===== src/rtl/nonce_search_if.sv =====
// Request/result bundle between a search requester and the nonce search controller.
// SEARCH_ABORT_EN adds the abort request line.
interface nonce_search_if;
  logic         start;
  logic [95:0]  entry_12;
  logic [7:0]   target;
  logic         hash_done;
  logic [23:0]  H_out;
`ifdef SEARCH_ABORT_EN
  logic         abort;
`endif
  logic         hash_reset;
  logic [127:0] block_out;
  logic [31:0]  nonce;
  logic         busy;
  logic         found;
  logic         exhausted;
  logic         error;
  logic [31:0]  golden_nonce;
  logic [23:0]  golden_hash;

  modport slave (
`ifdef SEARCH_ABORT_EN
    input  abort,
`endif
    input  start, entry_12, target,
    input  hash_done, H_out,
    output hash_reset, block_out, nonce,
    output busy, found, exhausted, error,
    output golden_nonce, golden_hash
  );

  modport master (
`ifdef SEARCH_ABORT_EN
    output abort,
`endif
    output start, entry_12, target,
    output hash_done, H_out,
    input  hash_reset, block_out, nonce,
    input  busy, found, exhausted, error,
    input  golden_nonce, golden_hash
  );
endinterface


===== src/rtl/nonce_search_ctrl.sv =====
// Nonce sweep sequencer around the micro_hash core; all outputs registered.
// Optional SEARCH_ABORT_EN adds an abort input that returns a busy search to IDLE.
module nonce_search_ctrl #(
  parameter logic [31:0] NONCE_START = 32'h0000_0000,
  parameter logic [31:0] NONCE_LAST  = 32'hFFFF_FFFF,
  parameter int          TIMEOUT_CYC = 1024
) (
  input  logic           clk,
  input  logic           reset,
  nonce_search_if.slave  bus
);

  localparam int CW = (TIMEOUT_CYC > 1) ? $clog2(TIMEOUT_CYC) : 1;
  localparam logic [CW-1:0] CNT_LAST = CW'(TIMEOUT_CYC - 1);

  localparam logic [2:0] S_IDLE  = 3'd0;
  localparam logic [2:0] S_LOAD  = 3'd1;
  localparam logic [2:0] S_HASH  = 3'd2;
  localparam logic [2:0] S_CHECK = 3'd3;
  localparam logic [2:0] S_DONE  = 3'd4;

  logic [2:0]    state_q, state_d;
  logic [95:0]   hdr_q, hdr_d;
  logic [7:0]    tgt_q, tgt_d;
  logic [31:0]   nonce_q, nonce_d;
  logic [127:0]  blk_q, blk_d;
  logic [23:0]   hash_q, hash_d;
  logic [CW-1:0] cnt_q, cnt_d;
  logic          busy_q, busy_d;
  logic          hrst_q, hrst_d;
  logic          found_q, found_d;
  logic          exh_q, exh_d;
  logic          err_q, err_d;
  logic [31:0]   gnon_q, gnon_d;
  logic [23:0]   ghash_q, ghash_d;
  logic          valid;
  logic          active;

  assign valid  = (hash_q[23:16] < tgt_q) &&
                  (hash_q[15:8]  < tgt_q);
  assign active = (state_q == S_LOAD) ||
                  (state_q == S_HASH) ||
                  (state_q == S_CHECK);

  // Next-state and datapath update for the search FSM
  always_comb begin
    state_d = state_q;
    hdr_d   = hdr_q;
    tgt_d   = tgt_q;
    nonce_d = nonce_q;
    blk_d   = blk_q;
    hash_d  = hash_q;
    cnt_d   = cnt_q;
    found_d = found_q;
    exh_d   = exh_q;
    err_d   = err_q;
    gnon_d  = gnon_q;
    ghash_d = ghash_q;
    unique case (state_q)
      S_IDLE, S_DONE: begin
        if (bus.start) begin
          hdr_d   = bus.entry_12;
          tgt_d   = bus.target;
          nonce_d = NONCE_START;
          blk_d   = {bus.entry_12, NONCE_START};
          found_d = 1'b0;
          exh_d   = 1'b0;
          err_d   = 1'b0;
          gnon_d  = '0;
          ghash_d = '0;
          state_d = S_LOAD;
        end
      end
      S_LOAD: begin
        cnt_d   = '0;
        state_d = S_HASH;
      end
      S_HASH: begin
        if (bus.hash_done) begin
          hash_d  = bus.H_out;
          state_d = S_CHECK;
        end else if (cnt_q == CNT_LAST) begin
          err_d   = 1'b1;
          state_d = S_DONE;
        end else begin
          cnt_d = cnt_q + CW'(1);
        end
      end
      S_CHECK: begin
        if (valid) begin
          found_d = 1'b1;
          gnon_d  = nonce_q;
          ghash_d = hash_q;
          state_d = S_DONE;
        end else if (nonce_q == NONCE_LAST) begin
          exh_d   = 1'b1;
          state_d = S_DONE;
        end else begin
          nonce_d = nonce_q + 32'd1;
          blk_d   = {hdr_q, nonce_q + 32'd1};
          state_d = S_LOAD;
        end
      end
      default: state_d = S_IDLE;
    endcase
`ifdef SEARCH_ABORT_EN
    // Abort overrides whatever the busy state decided this cycle
    if (bus.abort && active) begin
      state_d = S_IDLE;
      nonce_d = nonce_q;
      blk_d   = blk_q;
      hash_d  = hash_q;
      found_d = 1'b0;
      exh_d   = 1'b0;
      err_d   = 1'b0;
    end
`endif
    busy_d = (state_d == S_LOAD) ||
             (state_d == S_HASH) ||
             (state_d == S_CHECK);
    hrst_d = (state_d != S_HASH);
  end

  // State and output registers with synchronous reset
  always_ff @(posedge clk) begin
    if (reset) begin
      state_q <= S_IDLE;
      hdr_q   <= '0;
      tgt_q   <= '0;
      nonce_q <= '0;
      blk_q   <= '0;
      hash_q  <= '0;
      cnt_q   <= '0;
      busy_q  <= 1'b0;
      hrst_q  <= 1'b1;
      found_q <= 1'b0;
      exh_q   <= 1'b0;
      err_q   <= 1'b0;
      gnon_q  <= '0;
      ghash_q <= '0;
    end else begin
      state_q <= state_d;
      hdr_q   <= hdr_d;
      tgt_q   <= tgt_d;
      nonce_q <= nonce_d;
      blk_q   <= blk_d;
      hash_q  <= hash_d;
      cnt_q   <= cnt_d;
      busy_q  <= busy_d;
      hrst_q  <= hrst_d;
      found_q <= found_d;
      exh_q   <= exh_d;
      err_q   <= err_d;
      gnon_q  <= gnon_d;
      ghash_q <= ghash_d;
    end
  end

  assign bus.hash_reset   = hrst_q;
  assign bus.block_out    = blk_q;
  assign bus.nonce        = nonce_q;
  assign bus.busy         = busy_q;
  assign bus.found        = found_q;
  assign bus.exhausted    = exh_q;
  assign bus.error        = err_q;
  assign bus.golden_nonce = gnon_q;
  assign bus.golden_hash  = ghash_q;

endmodule


===== src/flat_wrapper.sv =====
// flat-port wrapper written by rule: the top's interface ports become plain ports
module nonce_search_ctrl_flat 
#(
  parameter logic [31:0] NONCE_START = 32'h0000_0000,
  parameter logic [31:0] NONCE_LAST  = 32'hFFFF_FFFF,
  parameter int          TIMEOUT_CYC = 1024
)
  (clk, reset, bus_start, bus_entry_12, bus_target, bus_hash_done, bus_H_out, bus_hash_reset, bus_block_out, bus_nonce, bus_busy, bus_found, bus_exhausted, bus_error, bus_golden_nonce, bus_golden_hash);
  nonce_search_if bus_i ();
  input  logic clk;
  input  logic reset;
  input wire logic [$bits(bus_i.start)-1:0] bus_start;
  input wire logic [$bits(bus_i.entry_12)-1:0] bus_entry_12;
  input wire logic [$bits(bus_i.target)-1:0] bus_target;
  input wire logic [$bits(bus_i.hash_done)-1:0] bus_hash_done;
  input wire logic [$bits(bus_i.H_out)-1:0] bus_H_out;
  output wire logic [$bits(bus_i.hash_reset)-1:0] bus_hash_reset;
  output wire logic [$bits(bus_i.block_out)-1:0] bus_block_out;
  output wire logic [$bits(bus_i.nonce)-1:0] bus_nonce;
  output wire logic [$bits(bus_i.busy)-1:0] bus_busy;
  output wire logic [$bits(bus_i.found)-1:0] bus_found;
  output wire logic [$bits(bus_i.exhausted)-1:0] bus_exhausted;
  output wire logic [$bits(bus_i.error)-1:0] bus_error;
  output wire logic [$bits(bus_i.golden_nonce)-1:0] bus_golden_nonce;
  output wire logic [$bits(bus_i.golden_hash)-1:0] bus_golden_hash;
  assign bus_i.start = bus_start;
  assign bus_i.entry_12 = bus_entry_12;
  assign bus_i.target = bus_target;
  assign bus_i.hash_done = bus_hash_done;
  assign bus_i.H_out = bus_H_out;
  assign bus_hash_reset = bus_i.hash_reset;
  assign bus_block_out = bus_i.block_out;
  assign bus_nonce = bus_i.nonce;
  assign bus_busy = bus_i.busy;
  assign bus_found = bus_i.found;
  assign bus_exhausted = bus_i.exhausted;
  assign bus_error = bus_i.error;
  assign bus_golden_nonce = bus_i.golden_nonce;
  assign bus_golden_hash = bus_i.golden_hash;
  nonce_search_ctrl #(.NONCE_START(NONCE_START), .NONCE_LAST(NONCE_LAST), .TIMEOUT_CYC(TIMEOUT_CYC)) u_core (.clk(clk), .reset(reset), .bus(bus_i));
endmodule

===== config.mk =====
export PLATFORM = sky130hd
export DESIGN_NAME = nonce_search_ctrl_flat
export DESIGN_NICKNAME = d
export VERILOG_FILES = /design/src/rtl/nonce_search_if.sv /design/src/rtl/nonce_search_ctrl.sv /design/src/flat_wrapper.sv
export SDC_FILE = /design/constraint.sdc
export NUM_CORES = 1
export LEC_CHECK = 0
export ABC_AREA = 1
export BUFFER_PORTS_ARGS = -buffer_cell sky130_fd_sc_hd__buf_2
export CAP_MARGIN = 25
export CORE_MARGIN = 10
export CORE_UTILIZATION = 40
export DETAILED_ROUTE_END_ITERATION = 10
export MAX_ROUTING_LAYER = met4
export PLACE_DENSITY_LB_ADDON = 0.05
export SLEW_MARGIN = 20
export SYNTH_ARGS = -nofsm -noshare
export SYNTH_HDL_FRONTEND = slang
export SYNTH_SLANG_ARGS = --single-unit

===== constraint.sdc =====
create_clock -name clk -period 5.5 [get_ports clk]
set_input_delay 1.1 -clock clk [delete_from_list [all_inputs] [get_ports clk]]
set_output_delay 1.1 -clock clk [all_outputs]
set_load 0.01 [all_outputs]

# After elaboration in Yosys (flattened, before gate mapping)
# Cells that the tools add are included.
# W data, S select, Z words.
[classes] n_addsub=2 mul=0 div_mod_pow=0 magnitude_cmp=2 eq_ne=18 shift=0 muxes=31 bitwise=0 n_reduce_logical=15
[op_table] operator="$mux W128" count=3
[op_table] operator="$pmux W128 S2" count=1
[op_table] operator="$mux W32" count=4
[op_table] operator="$pmux W32 S2" count=2
[op_table] operator="$mux W24" count=2
[op_table] operator="$pmux W24 S2" count=1
[op_table] operator="$add A32 B1 Y32 const B" count=1
[op_table] operator="$eq A32 B32 Y1 const B" count=1
[op_table] operator="$mux W10" count=2
[op_table] operator="$pmux W10 S2" count=1
[op_table] operator="$lt A8 B8 Y1" count=2
[op_table] operator="$mux W3" count=5
[op_table] operator="$ne A2 B2 Y1 const B" count=7
[op_table] operator="$eq A3 B2 Y1 const B" count=4
[op_table] operator="$pmux W3 S4" count=1
[op_table] operator="$reduce_and A4 Y1" count=3
[op_table] operator="$add A10 B1 Y10 const B" count=1
[op_table] operator="$eq A10 B10 Y1 const B" count=1
[op_table] operator="$eq A3 B1 Y1 const B" count=2
[op_table] operator="$mux W1" count=6
[op_table] operator="$pmux W1 S2" count=3
[op_table] operator="$reduce_and A3 Y1" count=2
[op_table] operator="$reduce_bool A2 Y1" count=3
[op_table] operator="$reduce_and A2 Y1" count=2
[op_table] operator="other kinds (7)" count=8
[totals] regBits=362 latch_bits=0 mem_bits_rw=0 mem_bits_ro=0 in_bits=132 out_inout_bits=221 wordCells=82 n_memories=0

# Longest topological paths before layout
[depth] depth_word=7 depth_mapped=14 ltp_nobuf=12

# Worst setup path after synthesis
# OpenSTA, ideal clock, no wires.
[synth_path] kind="input-to-reg" start="in bus_start" end="reg u_core.nonce_q[26], in the netlist u_core.bus.nonce[26]" setup_ns=0.070 arrival_ns=2.177 required_ns=5.430 path_slack_ns=3.253 path_stages=6 cell_sequence="nand2_1 > buf_2 > clkbuf_1 > buf_1 > nand3_1 > a21oi_1"
[synth_between] elab_chain_len=2
[synth_lines] element="from (decl)" line="flat_wrapper.sv:12" source="input wire logic [$bits(bus_i.start)-1:0] bus_start;"
[synth_lines] element="$ne A2 B2 Y1 (no line)"
[synth_lines] element="$reduce_and A4 Y1 (no line)"
[synth_lines] element="to (signal assigned)" line="nonce_search_ctrl.sv:145" source="nonce_q <= nonce_d;"
[synth_lines] element="to (decl)" line="nonce_search_ctrl.sv:25" source="logic [31:0] nonce_q, nonce_d;"
# No other way between the ends.
# A chain may end at the register's enable or synchronous reset.

# Final worst setup path
[layout_path] start="reg u_core.state_q[1]" end="reg u_core.blk_q[106], in the netlist u_core.bus.block_out[106]"
[layout_between] elab_chain_len=4
[layout_lines] element="from (decl)" line="nonce_search_ctrl.sv:22" source="logic [2:0] state_q, state_d;"
[layout_lines] element="from (signal assigned)" line="nonce_search_ctrl.sv:142" source="state_q <= state_d;"
[layout_lines] element="$eq A3 B3 Y1 / $logic_not A3 Y1 (equally long branches)" line="nonce_search_ctrl.sv:59" source="unique case (state_q)"
[layout_lines] element="$reduce_or A2 Y1" line="nonce_search_ctrl.sv:59"
[layout_lines] element="$ne A2 B2 Y1 (no line) / $reduce_bool A2 Y1 (equally long branches)"
[layout_lines] element="$reduce_and A4 Y1 (no line)"
[layout_lines] element="to (signal assigned)" line="nonce_search_ctrl.sv:146" source="blk_q <= blk_d;"
[layout_lines] element="to (decl)" line="nonce_search_ctrl.sv:26" source="logic [127:0] blk_q, blk_d;"
# Several ways; a longest one is shown, not always the timed one.

==> results.sh <==
export IMPL_syn_area_per_cell_sq_um=7.24
export IMPL_numPortBuffers=352
export IMPL_initial_core_util_pct=40.6
export IMPL_finalMaxSlewViolations=0
export IMPL_route_met2_wl_microns=22900
export IMPL_leakage_nw=7.90
export IMPL_cts_buffers=40
export IMPL_num_vias=14500
export IMPL_worstMarginPinSlew_ps=1000
export IMPL_ys_seq_elements=330
export IMPL_area_growth_syn_to_layout_pct=18.6
export IMPL_skew_ps=12.2
export IMPL_synthAdderAreaFrac_pct=1.31
export IMPL_synth_area_top_cells="dfxtp_1, nand2_1, nor2_1, o21ai_0, a21oi_1"
export IMPL_hold_viol_final=0
export IMPL_grt_pass1_wl_microns=78900
export IMPL_crit_type="reg -> reg"
export IMPL_rsz0062_at_grt="no"
export IMPL_ys_warn_count=0
export IMPL_r2r_start="u_core.state_q[1]"
export IMPL_crit_required_ps=5960
export IMPL_rows=71
export IMPL_r2r_end="u_core.bus.block_out[106]"
export IMPL_setup_violations_final=0
export IMPL_placed_cell_area_sq_um=16900
export IMPL_grt_pass1_vias=13600
export IMPL_first_iter_violations=1068
export IMPL_viasPerCell=5.00
export IMPL_p_total_mw=6.29
export IMPL_fin_tns_setup_ps=0
export IMPL_crit_path_top_delay_cell="nand2_4"
export IMPL_synthCells=2116
export IMPL_crit_path_end_kind="flop"
export IMPL_cp_arrival_ps=4320
export IMPL_max_slew_margin_pct=33.3
export IMPL_reg2reg_slack_ps=1650
export IMPL_grt_start_max_net_pins=144
export IMPL_status="complete, no violations"
export IMPL_die_h_microns=216
export IMPL_start_kind="flop"
export IMPL_fmax_mhz=260
export IMPL_core_sq_um=37800
export IMPL_ys_async_sr_fraction_pct=0
export IMPL_clock_latency_ps=550
export IMPL_seq_area_frac_synth_pct=43.1
export IMPL_synthFlopType="dfxtp_1"
export IMPL_synth_top_area_cell="dfxtp_1"
export IMPL_drive_gt1_share_pct=24.5
export IMPL_worstHoldEndpoint="u_core.hdr_q[95]"
export IMPL_antenna_found_initial=2
export IMPL_postLayoutCellArea_sq_um=18200
export IMPL_synth_compound_area_share_pct=14.1
export IMPL_gp_congestion=0.849
export IMPL_worstPathCellList="inv_1 > nor2_2 > nand2_4 > a21oi_4 > nand2_8 > nand2_4 > buf_4 > nand2_1 > a21oi_2"
export IMPL_cts_tree="done"
export IMPL_ir_worst_vdd_uv=214
export IMPL_fin_crit_sh_pct=70.1
export IMPL_holdBufCountCts=0
export IMPL_synth_top_family_by_area="simple AND/OR/NAND/NOR gates"
export IMPL_top_layer_used="met4"
export IMPL_synth_fp_nets=2264
export IMPL_clockBufferDepth=3
export IMPL_hold_start="u_core.hdr_q[95]"
export IMPL_worst_path_max_fanout=71
export IMPL_ios=353
export IMPL_cpPeakStageDelay_ps=730
export IMPL_post_cts_setup_buffer_count=0
export IMPL_grt_use_total_pct=21.2
export IMPL_drc=0
export IMPL_synth_top_cell_area_share_pct=43.1
export IMPL_whs_path_depth=2
export IMPL_yosys_mux_area_fraction_pct=0
export IMPL_hpwl_microns=31800
export IMPL_first_pass_iters=7
export IMPL_drt_total_wl_microns=49600
export IMPL_synthSimpleGateAreaFrac_pct=32.6
export IMPL_r2r_worst_path_cells=9
export IMPL_synth_edff_count=0
export IMPL_die_area_sq_um=46500
export IMPL_period_minus_slack_ps=3850
export IMPL_cts_resized=0
export IMPL_wl_met3_microns=2500
export IMPL_nets=2499
export IMPL_wl_met1_microns=23500
export IMPL_htreeDepth=2
export IMPL_synthXorXnorAreaFrac_pct=0.629
export IMPL_cts_num_sinks=330
export IMPL_wl_per_cell_microns=17.2
export IMPL_cap_violations=0
export IMPL_clkTransAtPathRegs_ps=60
export IMPL_power_density_nw_per_um2=346
export IMPL_synth_cell_types=36
export IMPL_overflow=0
export IMPL_syn_area_sq_um=15300
export IMPL_crit_top_cell="nand2_4"
export IMPL_ant_nets=0
export IMPL_hold_path_class="reg -> reg"
export IMPL_die_x_microns=216
export IMPL_cts_root_buf="clkbuf_16"
==> synthesized netlist by cell type, drive strengths merged (6+ instances only) <==
master,number
clkbuf,93
a21o,7
nand3,214
inv,77
dfxtp,330
nand2,578
nor3,7
nand4,7
xnor2,6
nor2,320
ha,16
buf,81
o21ai,154
a21oi,211
==> final cells by class <==
cell class,instances,area [sq um]
Clock inverter,4,22.5
Timing Repair Buffer,367,1930
Multi-Input combinational cell,1535,7470
Fill cell,3983,19600
Antenna cell,2,5.00
Sequential cell,330,6610
Inverter,77,292
Clock buffer,65,1210
Tap cell,511,639
==> flip-flops by register name, indices dropped and copies added, names as in the netlist, 3 cells and up <==
signal and cells:
u_core.bus.block_out 97, u_core.cnt_q 10, u_core.bus.golden_hash 24, u_core.tgt_q 8, u_core.bus.golden_nonce 32, u_core.hdr_q 96, u_core.bus.nonce 31, u_core.state_q 3
u_core.hash_q 24
==> logic make-up (layout without fill, tap and decap cells) <==
family,Yosys count,after routing
AND/OR/NAND/NOR,1132,1132
AO/OA/AOI/OAI,376,376
flip-flops,330,330
buffers and inverters,251,513
adder cells (fa/ha/maj),16,16
XOR/XNOR,11,11
other,0,2
==> per-layer routing <==
layer  track usage (%)  vias to the layer above
met5                 -                        -
met4              5.49                        0
met3              3.76                       40
met2              32.5                      337
met1              28.2                     6798
li1                  -                     7289
==> where the power goes <==
part,internal [mW],switching (mW),total (mW)
Clock,1.49,1.01,2.49
Combinational,0.336,0.731,1.07
Sequential,2.60,0.125,2.73
Total,4.42,1.86,6.29
==> worst max-delay path by stage <==
stage	from	to	slack, ps	cells past startpoint
finish	u_core.state_q[1]	u_core.bus.block_out[106]	1650	9
global route	u_core.state_q[1]	u_core.bus.block_out[106]	1310	9
CTS	u_core.state_q[1]	u_core.bus.block_out[106]	1570	9
detailed placement	u_core.state_q[1]	u_core.bus.block_out[106]	1580	9
global placement	bus_start	u_core.hdr_q[66]	1640	6
floorplan	bus_start	u_core.bus.nonce[26]	3250	6
==> placed cells by master, fill, tap and decap left out, drive strengths merged <==
master and instances:
dfxtp 330, clkbuf 65, diode 2, nor4 2, a31oi 1, nand3 214, nand4 7, a21o 7
nand3b 2, xnor2 6, buf 367, nor3 7, o211ai 1, a211oi 1, clkinv 5, o21ai 154
xor2 5, or2 2, inv 75, o211a 1, nand2 578, nor2 320, a21oi 211, ha 16
clkinvlp 1
==> metrics by stage <==
stage	setup WS, ps	util [%]	hold WS [ps]	std cells
2_1_floorplan	3250	-	425	2116
3_3_place_gp	1640	44.7	434	2817
3_5_place_dp	1580	44.7	443	2817
4_1_cts	1570	48.0	449	2886
5_1_grt	1310	48.1	473	2891
6_report	1650	48.1	447	2891
==> critical path: cells and delay by family (launching register included) <==
| kind | cells | cell delay [ps] |
|---|---|---|
| flops | 1 | 350 |
| buf+inv | 2 | 780 |
| simple gates | 5 | 1880 |
| compound gates | 2 | 670 |
No activity file was read; power rests on OpenSTA's default activity.
